<file path="src/rtl/irq_controller_pkg.sv">
// Shared CPU constants for the external interrupt front-end: register map
// addresses and the cop0 external interrupt width.
package irq_controller_pkg;

    localparam logic [1:0] IRQ_ADDR_ENABLE  = 2'd0;
    localparam logic [1:0] IRQ_ADDR_MODE    = 2'd1;
    localparam logic [1:0] IRQ_ADDR_PENDING = 2'd2;
    localparam logic [1:0] IRQ_ADDR_RAW     = 2'd3;

    localparam int IRQ_NUM = 7;

endpackage

</file>
<file path="src/rtl/irq_sync.sv">
// Per-bit multi-flop synchroniser for asynchronous inputs, cleared by the
// active-low asynchronous reset. SYNC_STAGES must be at least 2.
module irq_sync #(
    parameter int WIDTH       = 1,
    parameter int SYNC_STAGES = 2
) (
    input  logic             clk,
    input  logic             reset,
    input  logic [WIDTH-1:0] d,
    output logic [WIDTH-1:0] q
);

    generate
        for (genvar gi = 0; gi < WIDTH; gi++) begin : g_bit
            logic [SYNC_STAGES-1:0] stage_reg;

            always_ff @(posedge clk or negedge reset) begin
                if (!reset) begin
                    stage_reg <= '0;
                end else begin
                    stage_reg <= {stage_reg[SYNC_STAGES-2:0], d[gi]};
                end
            end

            assign q[gi] = stage_reg[SYNC_STAGES-1];
        end
    endgenerate

endmodule

</file>
<file path="src/rtl/irq_controller.sv">
// External interrupt front-end: synchronises IRQ lines, latches edge/level
// pending state, masks with ENABLE and drives cop0 interrupts[6:0].
module irq_controller
    import irq_controller_pkg::*;
#(
    parameter int NUM_IRQ     = IRQ_NUM,
    parameter int SYNC_STAGES = 2
) (
    input  logic               clk,
    input  logic               reset,
    input  logic [NUM_IRQ-1:0] irq_in,
    input  logic               sel,
    input  logic               we,
    input  logic [1:0]         addr,
    input  logic [31:0]        wdata,
    output logic [31:0]        rdata,
    output logic [NUM_IRQ-1:0] irq_out,
    output logic               irq_valid,
    output logic [2:0]         irq_id
);

    logic [NUM_IRQ-1:0] sync;
    logic [NUM_IRQ-1:0] prev_reg;
    logic [NUM_IRQ-1:0] enable_reg;
    logic [NUM_IRQ-1:0] mode_reg;
    logic [NUM_IRQ-1:0] pending_reg;
    logic [NUM_IRQ-1:0] pending_next;
    logic [NUM_IRQ-1:0] edge_det;
    logic [NUM_IRQ-1:0] w1c;
    logic [SYNC_STAGES:0] arm_reg;
    logic               armed;
    logic               wr_en;
    logic               unused_wdata;

    irq_sync #(
        .WIDTH       (NUM_IRQ),
        .SYNC_STAGES (SYNC_STAGES)
    ) u_sync (
        .clk   (clk),
        .reset (reset),
        .d     (irq_in),
        .q     (sync)
    );

    assign wr_en        = sel & we;
    assign w1c          = (wr_en && addr == IRQ_ADDR_PENDING) ? wdata[NUM_IRQ-1:0] : '0;
    assign unused_wdata = ^wdata[31:NUM_IRQ];

    // Edges are ignored until the synchroniser has refilled after reset, so a
    // line that was already high only loads prev instead of faking an edge.
    assign armed = arm_reg[SYNC_STAGES];

    generate
        for (genvar gi = 0; gi < NUM_IRQ; gi++) begin : g_line
            assign edge_det[gi]     = sync[gi] & ~prev_reg[gi] & armed;
            assign pending_next[gi] = mode_reg[gi]
                                    ? (edge_det[gi] | (pending_reg[gi] & ~w1c[gi]))
                                    : sync[gi];
        end
    endgenerate

    always_ff @(posedge clk or negedge reset) begin
        if (!reset) begin
            arm_reg     <= '0;
            prev_reg    <= '0;
            pending_reg <= '0;
            enable_reg  <= '0;
            mode_reg    <= '0;
        end else begin
            arm_reg     <= {arm_reg[SYNC_STAGES-1:0], 1'b1};
            prev_reg    <= sync;
            pending_reg <= pending_next;
            if (wr_en && addr == IRQ_ADDR_ENABLE) begin
                enable_reg <= wdata[NUM_IRQ-1:0];
            end
            if (wr_en && addr == IRQ_ADDR_MODE) begin
                mode_reg <= wdata[NUM_IRQ-1:0];
            end
        end
    end

    assign irq_out   = pending_reg & enable_reg;
    assign irq_valid = |irq_out;

    // Ascending scan so the highest-numbered active line wins.
    always_comb begin
        irq_id = '0;
        for (int i = 0; i < NUM_IRQ; i++) begin
            if (irq_out[i]) begin
                irq_id = 3'(i);
            end
        end
    end

    always_comb begin
        rdata = '0;
        case (addr)
            IRQ_ADDR_ENABLE:  rdata = {{(32-NUM_IRQ){1'b0}}, enable_reg};
            IRQ_ADDR_MODE:    rdata = {{(32-NUM_IRQ){1'b0}}, mode_reg};
            IRQ_ADDR_PENDING: rdata = {{(32-NUM_IRQ){1'b0}}, pending_reg};
            IRQ_ADDR_RAW:     rdata = {{(32-NUM_IRQ){1'b0}}, sync};
            default:          rdata = '0;
        endcase
    end

endmodule
</file>
<file path="config.mk">
export PLATFORM = sky130hd
export DESIGN_NAME = irq_controller
export DESIGN_NICKNAME = d
export VERILOG_FILES = /design/src/rtl/irq_controller_pkg.sv /design/src/rtl/irq_sync.sv /design/src/rtl/irq_controller.sv
export SDC_FILE = /design/constraint.sdc
export NUM_CORES = 1
export LEC_CHECK = 0
export ABC_AREA = 1
export CAP_MARGIN = 5
export CORE_MARGIN = 4
export CORE_UTILIZATION = 45
export CTS_CLUSTER_SIZE = 28
export DETAILED_ROUTE_END_ITERATION = 6
export PLACE_DENSITY = 0.84
export SKIP_LAST_GASP = 1
export SLEW_MARGIN = 20
export SYNTH_ARGS = -nofsm -noshare
export SYNTH_HDL_FRONTEND = slang
export SYNTH_SLANG_ARGS = --single-unit
export TNS_END_PERCENT = 20
</file>
<file path="constraint.sdc">
create_clock -name clk -period 1.89 [get_ports clk]
set_input_delay 0.2835 -clock clk [delete_from_list [all_inputs] [get_ports clk]]
set_output_delay 0.2835 -clock clk [all_outputs]
set_load 0.01 [all_outputs]
</file>
==> summary.md <==
| Metric | Value |
|---|---|
| Outcome | `complete, but fails checks` |
| Failing checks | `negative setup slack` |
| CORE AREA | `4384 sq um` |
| First-pass GRT wire length | `6617 um` |
| IO Count | `88` |
| Later-pin clock latency in the skew report | `0.28 ns` |
| Post-Syn Instances | `217` |
| RR Startpoint | `arm_reg[2]$_DFF_PN0_` |
| Final Net Count | `309` |
| Pwr Density | `912.0 nW/um^2` |
| Die X | `75.32 um` |
| Core Util, Final | `56.68%` |
| Die area | `5673 sq um` |
| CP Capture Type | `primary output` |
| Skew final | `0.006755 ns` |
| Largest net degree at the start of global routing | `46` |
| Setup Viol. Count Final | `5` |
| Sw Share | `28.39%` |
| TritonCTS Buffers | `5` |
| Worst path max stage delay | `0.57 ns` |
| Starting density of the core | `46.52%` |
| Crit path launch type | `input port` |
| Drt drc | `0` |
| Worst VDD drop | `0.5636 mV` |
| Final Critical Period | `2.156 ns` |
| Fillers | `391` |
| Sw Pwr | `643.3 uW` |
| Worst-margin pin slew | `0.5553 ns` |
| DRT Wirelength | `4102 um` |
| Avg WL per Cell | `12.98 um` |
| CTS root buffer | `clkbuf_8` |
| Dpl hpwl | `2988 um` |
| Post-synth ARST share | `100.0%` |
| DRT iter0 DRCs | `137` |
| Vias | `1,528` |
| EDFF count, synth | `0` |
| Routability cong. | `0.8155` |
| FF-to-FF setup slack | `0.93 ns` |
| Critical Path RT | `1.61 ns` |
| Synthesized cell area | `2039 sq um` |
| Layout Area Growth over Synthesis | `21.84%` |
| Clk sink count | `45` |
| Commonest non-fill, non-tap cell in the layout | `nand2_1` |
| Library cells used by synthesis | `19` |
| Die height | `75.32 um` |
| Slew Limit Fails | `0` |
| Avg Synthesized Cell Area | `9.398 sq um` |
| Crit path DAT | `1.87 ns` |
| Max-Cap Viols | `0` |
| CP bufs+invs | `3` |
| Final ANT Viol Nets | `0` |
| Ys flop type | `dfrtp_1` |
| RSZ-0062 raised after global routing | `true` |
| # diodes | `0` |
| Logic pwr share | `23.2%` |
| Crit path from | `addr[1]` |
| LEAKAGE | `1.281 nW` |
| Final Hold Vio Count | `0` |
| Cells along the critical path | `clkdlybuf4s50_1 -> buf_4 -> nor2_4 -> nand2_1 -> o2111ai_1 -> clkdlybuf4s50_1` |
| CP top delay family | `buffers and inverters` |
| Crit path kind | `input port to primary output` |
| Hold slack | `0.07283 ns` |
| Seq/Total Area, Yosys | `55.21%` |
| Gr ovfl total | `0` |
| Layout cells sized above 1 | `10.23%` |
| Most frequent CP cell | `clkdlybuf4s50_1` |
| Vias in the first global route | `1,429` |
| Clk pin slew, worst setup/hold paths | `0.08 ns` |
| Pre-CTS WS | `-0.3942 ns` |
| CTS Hold Bufs | `0` |
| Final period util | `114.1%` |
| # rows | `24` |
| H-Tree Level Count | `2` |
| Pre-Repair DR Iteration Count | `4` |
| Highest-delay cell along the critical path | `clkdlybuf4s50_1` |
| Tot GR Track Use | `15.57%` |
| Largest register FFs | `14` |
| CTS Buffer Depth | `2` |
| Setup WS post-layout | `-0.2663 ns` |
| CTS tree | `done` |
| Hold Crit Class | `input port to asynchronous set/reset pin` |
| Achievable frequency | `463.8 MHz` |
| Synth Register Bits | `45` |
| Sequential share of power | `51.2%` |
| Clock network power share | `25.6%` |
| Antenna violations before repair | `0` |
| Port buffer count | `37` |
| Via density | `4.835` |
| Relative slew slack | `62.98%` |
| Warnings, synthesis | `0` |
| Final TNS setup | `-0.9825 ns` |
| Commonest non-fill, non-tap cells in the layout | `58 x nand2_1, 45 x dfrtp_1, 31 x inv_1, 31 x clkdlybuf4s50_1, 26 x conb_1` |
| Internal power contribution | `1.623 mW` |
| Crit path max fanout | `7` |
-- synth_stat cells, types with 2 or more instances --
cell type   n  area, sq um
a21boi_0    7        52.55
buf_4      25        187.7
buf_6       2        22.52
conb_1      2        7.510
dfrtp_1    45         1126
inv_1      31        116.4
nand2_1    59        221.5
nand3_1     8        40.04
nor2_1      2        7.510
nor2_4      3        33.78
o2111ai_1   7        61.31
o21ai_0    13        65.06
o21ai_2     7        61.31
-- power groups by stage --
| stage | Combinational [mW] | Sequential, mW | Clock, mW |
|---|---|---|---|
| after floorplan | 0.313 | 1.15 | 0 |
| after global placement | 0.518 | 1.17 | 0 |
| after detailed placement | 0.534 | 1.18 | 0 |
| after CTS | 0.534 | 1.16 | 0.595 |
| after global routing | 0.591 | 1.18 | 0.645 |
| final | 0.527 | 1.16 | 0.579 |
-- what timing repair did --
item / CTS / global route
endpoints found under the setup margin: 9 / 11
gates resized for setup: 4 / 2
setup buffers: 3 / 0
pin swaps: 2 / 0
-- cells by family after synthesis --
group                  share of synthesized area [%]
AO/OA/AOI/OAI                                  12.27
buffers and inverters                          16.20
AND/OR/NAND/NOR                                15.95
other                                         0.3682
flip-flops                                     55.21
-- metrics by stage --
step | power (mW) | area (sq um) | std cells
floorplan | 1.464 | 2130 | 241
global placement | 1.688 | 2372 | 306
detailed placement | 1.710 | 2372 | 306
CTS | 2.286 | 2480 | 316
global route | 2.413 | 2485 | 316
finish | 2.266 | 2485 | 316
-- per-layer routing --
| metal | vias up | routed length, um | GRT usage (%) |
|---|---|---|---|
| li1 | 727 | - | - |
| met1 | 744 | 1690 | 20.14 |
| met2 | 55 | 2047 | 25.02 |
| met3 | 2 | 346 | 4.090 |
| met4 | 0 | 19 | 6.214 |
| met5 | - | 0 | 0 |
-- cell type report --
type / count / area, sq um / share of cell area, %
clock buffer: 7 / 86.33 / 3.474
sequential: 45 / 1126 / 45.32
multi-input combinational: 137 / 675.6 / 27.19
inverter: 32 / 120.1 / 4.834
tap: 52 / 65.06 / 2.618
timing repair buffer: 43 / 411.6 / 16.57
-- worst paths after layout --
| check | endpoint | cells past startpoint |
|---|---|---|
| min in group clk | u_sync.g_bit[0].stage_reg[1]$_DFF_PN0_ | 0 |
| max reg2reg | pending_reg[4]$_DFF_PN0_ | 2 |
| min reg2reg | u_sync.g_bit[0].stage_reg[1]$_DFF_PN0_ | 0 |
| min | prev_reg[5]$_DFF_PN0_ | 2 |
| max in group asynchronous | pending_reg[3]$_DFF_PN0_ | 2 |
| max | rdata[4] | 6 |
Note: power is estimated with default switching activity, not from simulation.
